## src/rtl/razor_pipe_reg_param.sv

```systemverilog
// rtl/razor_pipe_reg_param.sv - parametrised Razor-style pipeline stage register with shadow compare and recovery
//
// Purpose:
//   One pipeline stage register split into NFIELD independently checked fields.
//   The main register samples d on the rising edge. The shadow register samples
//   the same d on the following falling edge. A main/shadow difference on a valid
//   payload means the data settled late. The stage then either restores the main
//   register from the shadow (MODE 0) or bubbles the stage (MODE 1). It holds
//   upstream for RECOV_CYC cycles and counts the event in a saturating counter.
//
// Ports:
//   clk        in   stage clock; main on posedge, shadow on negedge
//   reset      in   asynchronous active-low reset
//   d          in   payload, field i = d[i*FIELD_W +: FIELD_W]
//   valid_in   in   payload valid
//   stall_in   in   downstream hold; stage does not load while high
//   flush_in   in   pipeline flush; bubbles this stage, aborts recovery
//   cnt_clr    in   synchronous clear of err_cnt
//   q          out  registered payload
//   valid_out  out  registered valid
//   err_vec    out  per-field mismatch flags of the current error event
//   err_out    out  high for the whole recovery window
//   stall_out  out  upstream must hold d/valid_in while high
//   err_cnt    out  saturating count of error events

module razor_pipe_reg_param #(
    parameter int FIELD_W   = 32,
    parameter int NFIELD    = 4,
    parameter int MODE      = 0,
    parameter int RECOV_CYC = 1,
    parameter int CNT_W     = 8,
    localparam int W        = NFIELD * FIELD_W
) (
    input  logic              clk,
    input  logic              reset,
    input  logic [W-1:0]      d,
    input  logic              valid_in,
    input  logic              stall_in,
    input  logic              flush_in,
    input  logic              cnt_clr,
    output logic [W-1:0]      q,
    output logic              valid_out,
    output logic [NFIELD-1:0] err_vec,
    output logic              err_out,
    output logic              stall_out,
    output logic [CNT_W-1:0]  err_cnt
);

    // The recovery down-counter needs at least one bit, even for a one-cycle window.
    localparam int RW = (RECOV_CYC > 1) ? $clog2(RECOV_CYC) : 1;

    typedef enum logic {
        IDLE    = 1'b0,
        RECOVER = 1'b1
    } state_t;

    state_t              state;
    state_t              state_nxt;
    logic [W-1:0]        shadow;
    logic                loaded;
    logic [RW-1:0]       rcnt;
    logic [NFIELD-1:0]   mism;
    logic                any_mism;
    logic                err_event;
    logic                rcnt_zero;

    // Per-field compare. The shadow only differs meaningfully from q after the
    // falling edge of a cycle that loaded. Therefore the compare is gated by
    // loaded and is only used at the next rising edge. The loaded flag is never
    // set during RECOVER, so the compare is quiet there.
    for (genvar i = 0; i < NFIELD; i++) begin : g_cmp
        assign mism[i] = loaded & valid_out &
                         (q[i*FIELD_W +: FIELD_W] != shadow[i*FIELD_W +: FIELD_W]);
    end

    assign any_mism  = |mism;
    // An event is counted even when a flush at the same edge wins over recovery.
    assign err_event = (state == IDLE) & any_mism;
    assign rcnt_zero = (rcnt == '0);

    // ------------------------------------------------------------------
    // FSM: state register
    // ------------------------------------------------------------------
    always_ff @(posedge clk or negedge reset) begin
        if (!reset) begin
            state <= IDLE;
        end else begin
            state <= state_nxt;
        end
    end

    // ------------------------------------------------------------------
    // FSM: next state
    // ------------------------------------------------------------------
    always_comb begin
        state_nxt = state;
        case (state)
            IDLE: begin
                if (!flush_in && any_mism) begin
                    state_nxt = RECOVER;
                end
            end
            RECOVER: begin
                if (flush_in || rcnt_zero) begin
                    state_nxt = IDLE;
                end
            end
            default: state_nxt = IDLE;
        endcase
    end

    // ------------------------------------------------------------------
    // FSM: Moore outputs
    // ------------------------------------------------------------------
    always_comb begin
        stall_out = 1'b0;
        err_out   = 1'b0;
        if (state == RECOVER) begin
            stall_out = 1'b1;
            err_out   = 1'b1;
        end
    end

    // ------------------------------------------------------------------
    // Main register, valid and error vector.
    // Priority: flush > error restore/bubble > normal load.
    // ------------------------------------------------------------------
    always_ff @(posedge clk or negedge reset) begin
        if (!reset) begin
            q         <= '0;
            valid_out <= 1'b0;
            err_vec   <= '0;
            loaded    <= 1'b0;
        end else begin
            loaded <= 1'b0;
            if (flush_in) begin
                q         <= '0;
                valid_out <= 1'b0;
                err_vec   <= '0;
            end else if (state == IDLE) begin
                if (any_mism) begin
                    err_vec <= mism;
                    if (MODE == 0) begin
                        // The shadow holds the value that finally settled.
                        q <= shadow;
                    end else begin
                        q         <= '0;
                        valid_out <= 1'b0;
                    end
                end else if (!stall_in) begin
                    q         <= d;
                    valid_out <= valid_in;
                    loaded    <= 1'b1;
                end
            end else begin
                if (rcnt_zero) begin
                    err_vec <= '0;
                end
            end
        end
    end

    // ------------------------------------------------------------------
    // Shadow register: captures d half a cycle after a load, else holds.
    // ------------------------------------------------------------------
    always_ff @(negedge clk or negedge reset) begin
        if (!reset) begin
            shadow <= '0;
        end else if (loaded) begin
            shadow <= d;
        end
    end

    // ------------------------------------------------------------------
    // Recovery window down-counter
    // ------------------------------------------------------------------
    always_ff @(posedge clk or negedge reset) begin
        if (!reset) begin
            rcnt <= '0;
        end else if (flush_in) begin
            rcnt <= '0;
        end else if (state == IDLE) begin
            if (any_mism) begin
                rcnt <= RW'(RECOV_CYC - 1);
            end
        end else if (!rcnt_zero) begin
            rcnt <= rcnt - RW'(1);
        end
    end

    // ------------------------------------------------------------------
    // Saturating error event counter. Several fields that fail together
    // count as one event. A clear at the same edge as an event leaves a
    // count of one, so that event is not lost.
    // ------------------------------------------------------------------
    always_ff @(posedge clk or negedge reset) begin
        if (!reset) begin
            err_cnt <= '0;
        end else if (cnt_clr) begin
            err_cnt <= err_event ? CNT_W'(1) : '0;
        end else if (err_event && (err_cnt != {CNT_W{1'b1}})) begin
            err_cnt <= err_cnt + CNT_W'(1);
        end
    end

endmodule
```

## config.mk

```make
export PLATFORM = sky130hd
export DESIGN_NAME = razor_pipe_reg_param
export DESIGN_NICKNAME = d
export VERILOG_FILES = /design/src/rtl/razor_pipe_reg_param.sv
export SDC_FILE = /design/constraint.sdc
export NUM_CORES = 1
export LEC_CHECK = 0
export CORE_MARGIN = 3
export CORE_UTILIZATION = 52
export DETAILED_ROUTE_END_ITERATION = 12
export GPL_TIMING_DRIVEN = 0
export HOLD_SLACK_MARGIN = 0.15
export PLACE_DENSITY = 0.81
export SYNTH_ARGS = -nofsm -noshare
export SYNTH_HDL_FRONTEND = slang
export SYNTH_SLANG_ARGS = --single-unit
```

## constraint.sdc

```tcl
create_clock -name clk -period 2.7 [get_ports clk]
set_input_delay 0.405 -clock clk [delete_from_list [all_inputs] [get_ports clk]]
set_output_delay 0.405 -clock clk [all_outputs]
set_load 0.05 [all_outputs]
```

==> reports/metrics.cfg, run 1 <==
[sta]
slew_headroom_pct=41.6
slew_viol_final=0
fin_tns_setup_ns=-181.38
finClkSkew_ns=0.0140
rsz0062_at_grt=yes
hold_viol=0
worst_slack_ns=-1.33
setup_violations=143
tightestPinTransition_ns=0.875

[critical_path]
r2r_slack_ns=-1.33
worst-setup-path-type=reg2reg
worstPathRequired_ns=3.10
critPathLaunchType=flip-flop
crit_path_max_incr_delay_ns=0.44
worstPathArrival_ns=4.43
endpoint_kind=flip-flop
rr_endpoint=q[83]
critPathSlowestCell=dfrtn_1
cp_cell_sequence=xnor2_1, nand4_1, nor4_4, a21oi_4, nor4_4, buf_6, buf_12, buf_12, mux2i_2, o2bb2ai_1
critPathMaxFanout=8
crit_buf_inv=3
worst-r2r-cell-count=10
cpLargestDelayFamily=simple AND/OR/NAND/NOR gates
r2r-start=shadow[65]

[logic_synthesis]
ys_seq_area_share_pct=49.9
avgSynthCellArea_um2=12.5
synth_cell_types=32
synthesis.area_um2=13600
yosys_register_bits=271
synth-edff-count=0
postSynthNetCount=1226
async_reset_ff_share_pct=100
ys_dominant_reg_cell=dfrtp_1
ys.warnings.count=0
syn_inst=1091

[power]
peakVddDrop_v=0.000549
p_per_area_nw_per_um2=696
leakagePower_uw=0.00807

[die]
die_h_um=168
die_w_um=168
ios=277
rows=58
core_area_um2=25500
initial_core_util_pct=53.4
dieArea_um2=28100

[route]
firstDrtPassIters=5
routed_wl_um=39400
via_per_inst=5.71
drtAntennaViolNets=0
post_drt_wl_per_cell_um=22.1
drt_iter0_drc=733
drc=0
vias=10200

[job]
max_cap_violations=0

[placed_design]
gp_congestion=0.810
port_buffers=275
hpwlAfterDp_um=26600

[clock_tree]
numCtsBuffers=29
worstSkewPairLatency_ns=0.54
htree_num_levels=1
clk_path_buf_depth=3
cts_tree=built
clk_pin_slew_ns=0.06
cts_root_buf=clkbuf_16
cts.sinks=271

[run_status]
outcome=finished, violations left
violations=negative setup slack

[global_route]
track_usage_pct=26.5
grt_pass1_wl_um=59700
grt_pass1_vias=10700
antenna_found_initial=0
grt_max_degree=100
grt-ovfl-total=0

[cells_and_area]
insertedDiodeCount=0
drive_above_1_share_pct=20.8
fillers=1739
nets=1567
syn2layout_area_growth_pct=39.3
utilization_pct=74.4

[hold_path]
hold_path.class=in2async

## repair_timing
| item | CTS | global route |
|---|---|---|
| setup endpoints to repair | 263 | 261 |
| buffers inserted | 11 | 10 |
| resized for setup | 96 | 60 |
| hold endpoints to repair | 37 | 0 |
| gates cloned | 1 | 9 |
| pin swaps | 22 | 31 |
| hold buffers | 2 | 0 |
## worst register-to-register path: stages (launching register included)
cell and delay (ns):
dfrtn_1 0.44, xnor2_1 0.18, nand4_1 0.19, nor4_4 0.38, a21oi_4 0.15, nor4_4 0.36
buf_6 0.20, buf_12 0.17, buf_12 0.14, mux2i_2 0.24, o2bb2ai_1 0.09
## cell usage in the layout, fill, tap and decap left out, types with 38 or more instances in the layout
| cell type | synthesis | routed |
|---|---|---|
| nor2b_1 | 132 | 132 |
| clkdlybuf4s50_1 | 0 | 274 |
| dfrtp_1 | 143 | 142 |
| clkbuf_16 | 0 | 38 |
| o2bb2ai_1 | 128 | 126 |
| mux2_2 | 131 | 131 |
| clkbuf_1 | 45 | 40 |
| dfrtn_1 | 128 | 128 |
| mux2i_1 | 129 | 119 |
| xnor2_1 | 128 | 122 |
## routing by layer
metal | vias up | wire (um) | GRT usage [%]
met5 | - | 0 | 0
met2 | 317 | 19100 | 43.7
met4 | 0 | 959 | 6.33
met1 | 5190 | 17100 | 36.8
li1 | 4611 | - | -
met3 | 64 | 2220 | 4.82
## where the power goes
part,internal [uW],total (uW),switching [uW]
sequential,4740,5410,664
combinational,1920,3960,2040
clock,2210,3820,1610
total,8880,13200,4310
## flip-flops by register name, indices dropped and copies added (netlist names)
signal / flops
err_vec: 4
state: 1
loaded: 1
err_cnt: 8
q: 128
shadow: 128
valid_out: 1
## per-stage QoR
step                      instance area [um^2]  setup WS (ns)  power (uW)  hold WS (ns)  instances
after floorplan                          13700         -0.796        7710         0.109       1091
after global placement                   16800         -11.73        8920         0.493       1696
after detailed placement                 16900          -1.70        9030         0.415       1698
after CTS                                18400          -1.26       13000         0.194       1764
after global routing                     18900          -1.45       13700         0.218       1783
final                                    18900          -1.33       13200         0.124       1783
## cell usage after synthesis (2+ instances only)
cell type  instances  share of area (%)
a21oi_1           12               0.44
inv_1              2              0.055
xnor2_1          128                8.2
nor2b_1          132                6.1
o21ai_0            2              0.074
buf_4              3               0.17
buf_2             15               0.55
or4_1              2               0.11
nand4_1           32                1.5
o2bb2ai_1        128                8.2
dfrtp_1          143                 26
mux2_2           131                 11
nor2_1            10               0.28
nand2_1            6               0.17
mux2i_1          129                9.5
or2_2              2              0.092
clkbuf_1          45                1.2
buf_6             13                1.1
or3_1              2              0.092
o31ai_1            2               0.11
nor4_1            10               0.46
nand3_1            5               0.18
dfrtn_1          128                 24
## how the worst max path moves through the flow
stage,startpoint,to,slack (ns),cells after the start
after CTS,shadow[126],q[45],-1.26,10
after global placement,reset,shadow[10],-11.73,1
after floorplan,shadow[11],q[104],-0.80,9
final,shadow[65],q[83],-1.33,10
after global routing,shadow[76],q[24],-1.45,10
after detailed placement,shadow[91],q[89],-1.70,9
## final cells by class
| type | instances | area (um^2) | share of cell area, % |
|---|---|---|---|
| timing repair buffer | 310 | 3280 | 17.3 |
| multi-input combinational | 742 | 6700 | 35.3 |
| clock inverter | 5 | 25.0 | 0.132 |
| sequential | 271 | 6780 | 35.8 |
| clock buffer | 47 | 883 | 4.66 |
| buffer | 76 | 855 | 4.51 |
| tap | 330 | 413 | 2.18 |
| inverter | 2 | 7.51 | 0.0396 |
## cells by family (layout without fill, tap and decap cells)
kind of cell / Yosys count / in the layout / synth area share (%)
fa+ha+maj: 1 / 1 / 0.0920
compound gates: 147 / 147 / 9.07
flops: 271 / 271 / 49.9
simple gates: 206 / 206 / 9.28
buf+inv: 78 / 440 / 3.09
mux: 260 / 260 / 20.3
xor+xnor: 128 / 128 / 8.24
Note: power is estimated with default switching activity, not from simulation.
==> inputs of run 2 (changes only) <==
--- a/config.mk
+++ b/config.mk
@@ -6,11 +6,13 @@
 export NUM_CORES = 1
 export LEC_CHECK = 0
 export CORE_MARGIN = 3
-export CORE_UTILIZATION = 52
+export CORE_UTILIZATION = 54
+export CTS_BUF_LIST = sky130_fd_sc_hd__clkbuf_8
 export DETAILED_ROUTE_END_ITERATION = 12
 export GPL_TIMING_DRIVEN = 0
-export HOLD_SLACK_MARGIN = 0.15
-export PLACE_DENSITY = 0.81
+export HOLD_SLACK_MARGIN = 0.03
+export PLACE_DENSITY = 0.83
+export SKIP_LAST_GASP = 1
 export SYNTH_ARGS = -nofsm -noshare
 export SYNTH_HDL_FRONTEND = slang
 export SYNTH_SLANG_ARGS = --single-unit
==> run 2 against run 1 <==
Against the previous run: the run still ends with negative setup slack left; register-to-register slack gained 0.06 ns; sequential cell count unchanged; cell count increased by 1.5%; power is 0.24% lower; via count rose by 2.8%; non-clock buffer count is 1 lower; critical path depth stayed put; worst hold slack improved by 0.14 ns; combinational power is 5% higher; sequential power about the same; clock power decreased by 6.5%; global-route usage increased by 1.3 points; critical path type unchanged; largest power group unchanged.
==> reports/metrics.cfg, run 2 (synthesis results as in run 1) <==
[die]
die_h_um=165
core_area_um2=24500
die_w_um=165
ios=277
initial_core_util_pct=55.4
rows=57
dieArea_um2=27100

[hold_path]
hold_path.class=in2reg
worstHoldPathCells=2

[critical_path]
cp_cell_sequence=xnor2_2, nand4_1, nor4_2, a21oi_2, nor4_4, buf_6, buf_12, buf_12, mux2i_1, o2bb2ai_1
critPathLaunchType=flip-flop
critPathSlowestCell=dfrtn_1
worstPathRequired_ns=3.12
crit_buf_inv=3
endpoint_kind=flip-flop
critPathMaxFanout=10
worst-setup-path-type=reg2reg
crit_path_max_incr_delay_ns=0.49
cpLargestDelayFamily=simple AND/OR/NAND/NOR gates
worst-r2r-cell-count=10
cp.depth=10
cpMostUsedCell=buf_12
worstPathArrival_ns=4.38

[power]
leakagePower_uw=0.00845
peakVddDrop_v=0.000581
fin_total_pwr_uw=13200
p_per_area_nw_per_um2=686

[placed_design]
placedInstanceArea_um2=16900
port_buffers=275
hpwlAfterDp_um=26100
gp_congestion=0.814

[route]
vias=10500
drtAntennaViolNets=0
post_drt_wl_per_cell_um=22.4
drc=0
routed_wl_um=40600
drt_iter0_drc=746
firstDrtPassIters=5
via_per_inst=5.79

[cells_and_area]
fillers=1537
final_cell_mix=274 x clkdlybuf4s50_1, 143 x dfrtp_1, 132 x nor2b_1
reg_top3=q: 128 flops, shadow: 128 flops, err_cnt: 8 flops
insertedDiodeCount=0
nets=1583
finalInstanceArea_um2=19200
syn2layout_area_growth_pct=41.0
drive_above_1_share_pct=20.7
layout_commonest_cell=clkdlybuf4s50_1

[run_status]
outcome=finished, violations left
violations=negative setup slack

[sta]
fin_tns_setup_ns=-173.28
tightestPinTransition_ns=0.857
worst_slack_ns=-1.27
slew_headroom_pct=42.9
slew_viol_final=0
rsz0062_at_grt=yes
finClkSkew_ns=0.0442
hold_viol=0
setup_violations=203

[global_route]
track_usage_pct=27.8
grt_pass1_vias=10600
grt_pass1_wl_um=58800
grt_max_degree=122
grt-ovfl-total=0
antenna_found_initial=1

[clock_tree]
cts_root_buf=clkbuf_8
htree_num_levels=2
cts.sinks=271
clk_pin_slew_ns=0.06
cts_tree=built
worstSkewPairLatency_ns=0.55
numCtsBuffers=46
clk_path_buf_depth=3

[job]
max_cap_violations=0

-- run 2: cell count changes in the layout (fill, tap and decap cells not counted), moves of 5 or more --
cell	previous run	this run
mux2_2	131	46
mux2_4	0	85
clkbuf_8	15	56
inv_1	2	28
clkbuf_16	38	14
clkbuf_1	40	31
buf_6	9	15
a21oi_1	2	7
-- run 2: repair_timing --
| action | 4_1_cts | 5_1_grt |
|---|---|---|
| resized for setup | 100 | 130 |
| pin swaps | 11 | 18 |
| endpoints found under the hold margin | 16 | 0 |
| cloned | 7 | 9 |
| setup endpoints to repair | 263 | 247 |
| hold buffers | 1 | 0 |
| buffers inserted | 12 | 3 |
-- run 2: final timing paths --
| check | startpoint | to | slack [ns] |
|---|---|---|---|
| worst max-delay path | shadow[91] | q[16] | -1.27 |
| worst min-delay path | cnt_clr | err_cnt[7] | 0.27 |
| worst max register to register | shadow[91] | q[16] | -1.27 |
| worst min register to register | shadow[124] | shadow[124] | 0.50 |
| max in group asynchronous | reset | shadow[16] | 0.16 |
| min in group asynchronous | reset | q[77] | 0.31 |
-- run 2: layer usage --
| layer | routed length [um] | GRT usage [%] | share of wire, % | vias up |
|---|---|---|---|---|
| li1 | - | - | - | 4663 |
| met1 | 17500 | 38.2 | 43 | 5331 |
| met2 | 19600 | 45.3 | 48 | 381 |
| met3 | 2450 | 5.84 | 6.0 | 90 |
| met4 | 1020 | 7.17 | 2.5 | 2 |
| met5 | 13 | 0 | 0.032 | - |
-- run 2: through the flow --
| stage | std cells | utilization [%] | worst slack, ns | hold WS (ns) |
|---|---|---|---|---|
| global route | 1809 | 78.2 | -1.34 | 0.284 |
| global placement | 1690 | 68.6 | -11.60 | 0.493 |
| CTS | 1797 | 75.3 | -1.16 | 0.252 |
| finish | 1809 | 78.2 | -1.27 | 0.266 |
| floorplan | 1091 | - | -0.796 | 0.109 |
| detailed placement | 1692 | 68.8 | -1.62 | 0.295 |
-- run 2: power breakdown --
group | total (uW) | switching [uW] | internal, uW
registers | 5430 | 690 | 4740
logic | 4160 | 2070 | 2080
clock network | 3570 | 1660 | 1910
-- run 2: cell type report --
| type | count | area [um^2] | area share (%) |
|---|---|---|---|
| clock inverters | 31 | 148 | 0.770 |
| plain buffers | 76 | 917 | 4.78 |
| well taps | 324 | 405 | 2.11 |
| flip-flops and latches | 271 | 6780 | 35.4 |
| multi-input cells | 742 | 6950 | 36.2 |
| clock buffers | 54 | 743 | 3.88 |
| inverters | 2 | 7.51 | 0.0391 |
| repair buffers | 309 | 3230 | 16.8 |
==> inputs of run 3 (changes only) <==
--- a/config.mk
+++ b/config.mk
@@ -5,6 +5,7 @@
 export SDC_FILE = /design/constraint.sdc
 export NUM_CORES = 1
 export LEC_CHECK = 0
+export CAP_MARGIN = 20
 export CORE_MARGIN = 3
 export CORE_UTILIZATION = 54
 export CTS_BUF_LIST = sky130_fd_sc_hd__clkbuf_8
==> results of run 3 <==
Final layout, timing and power as in run 2 (identical DEF).
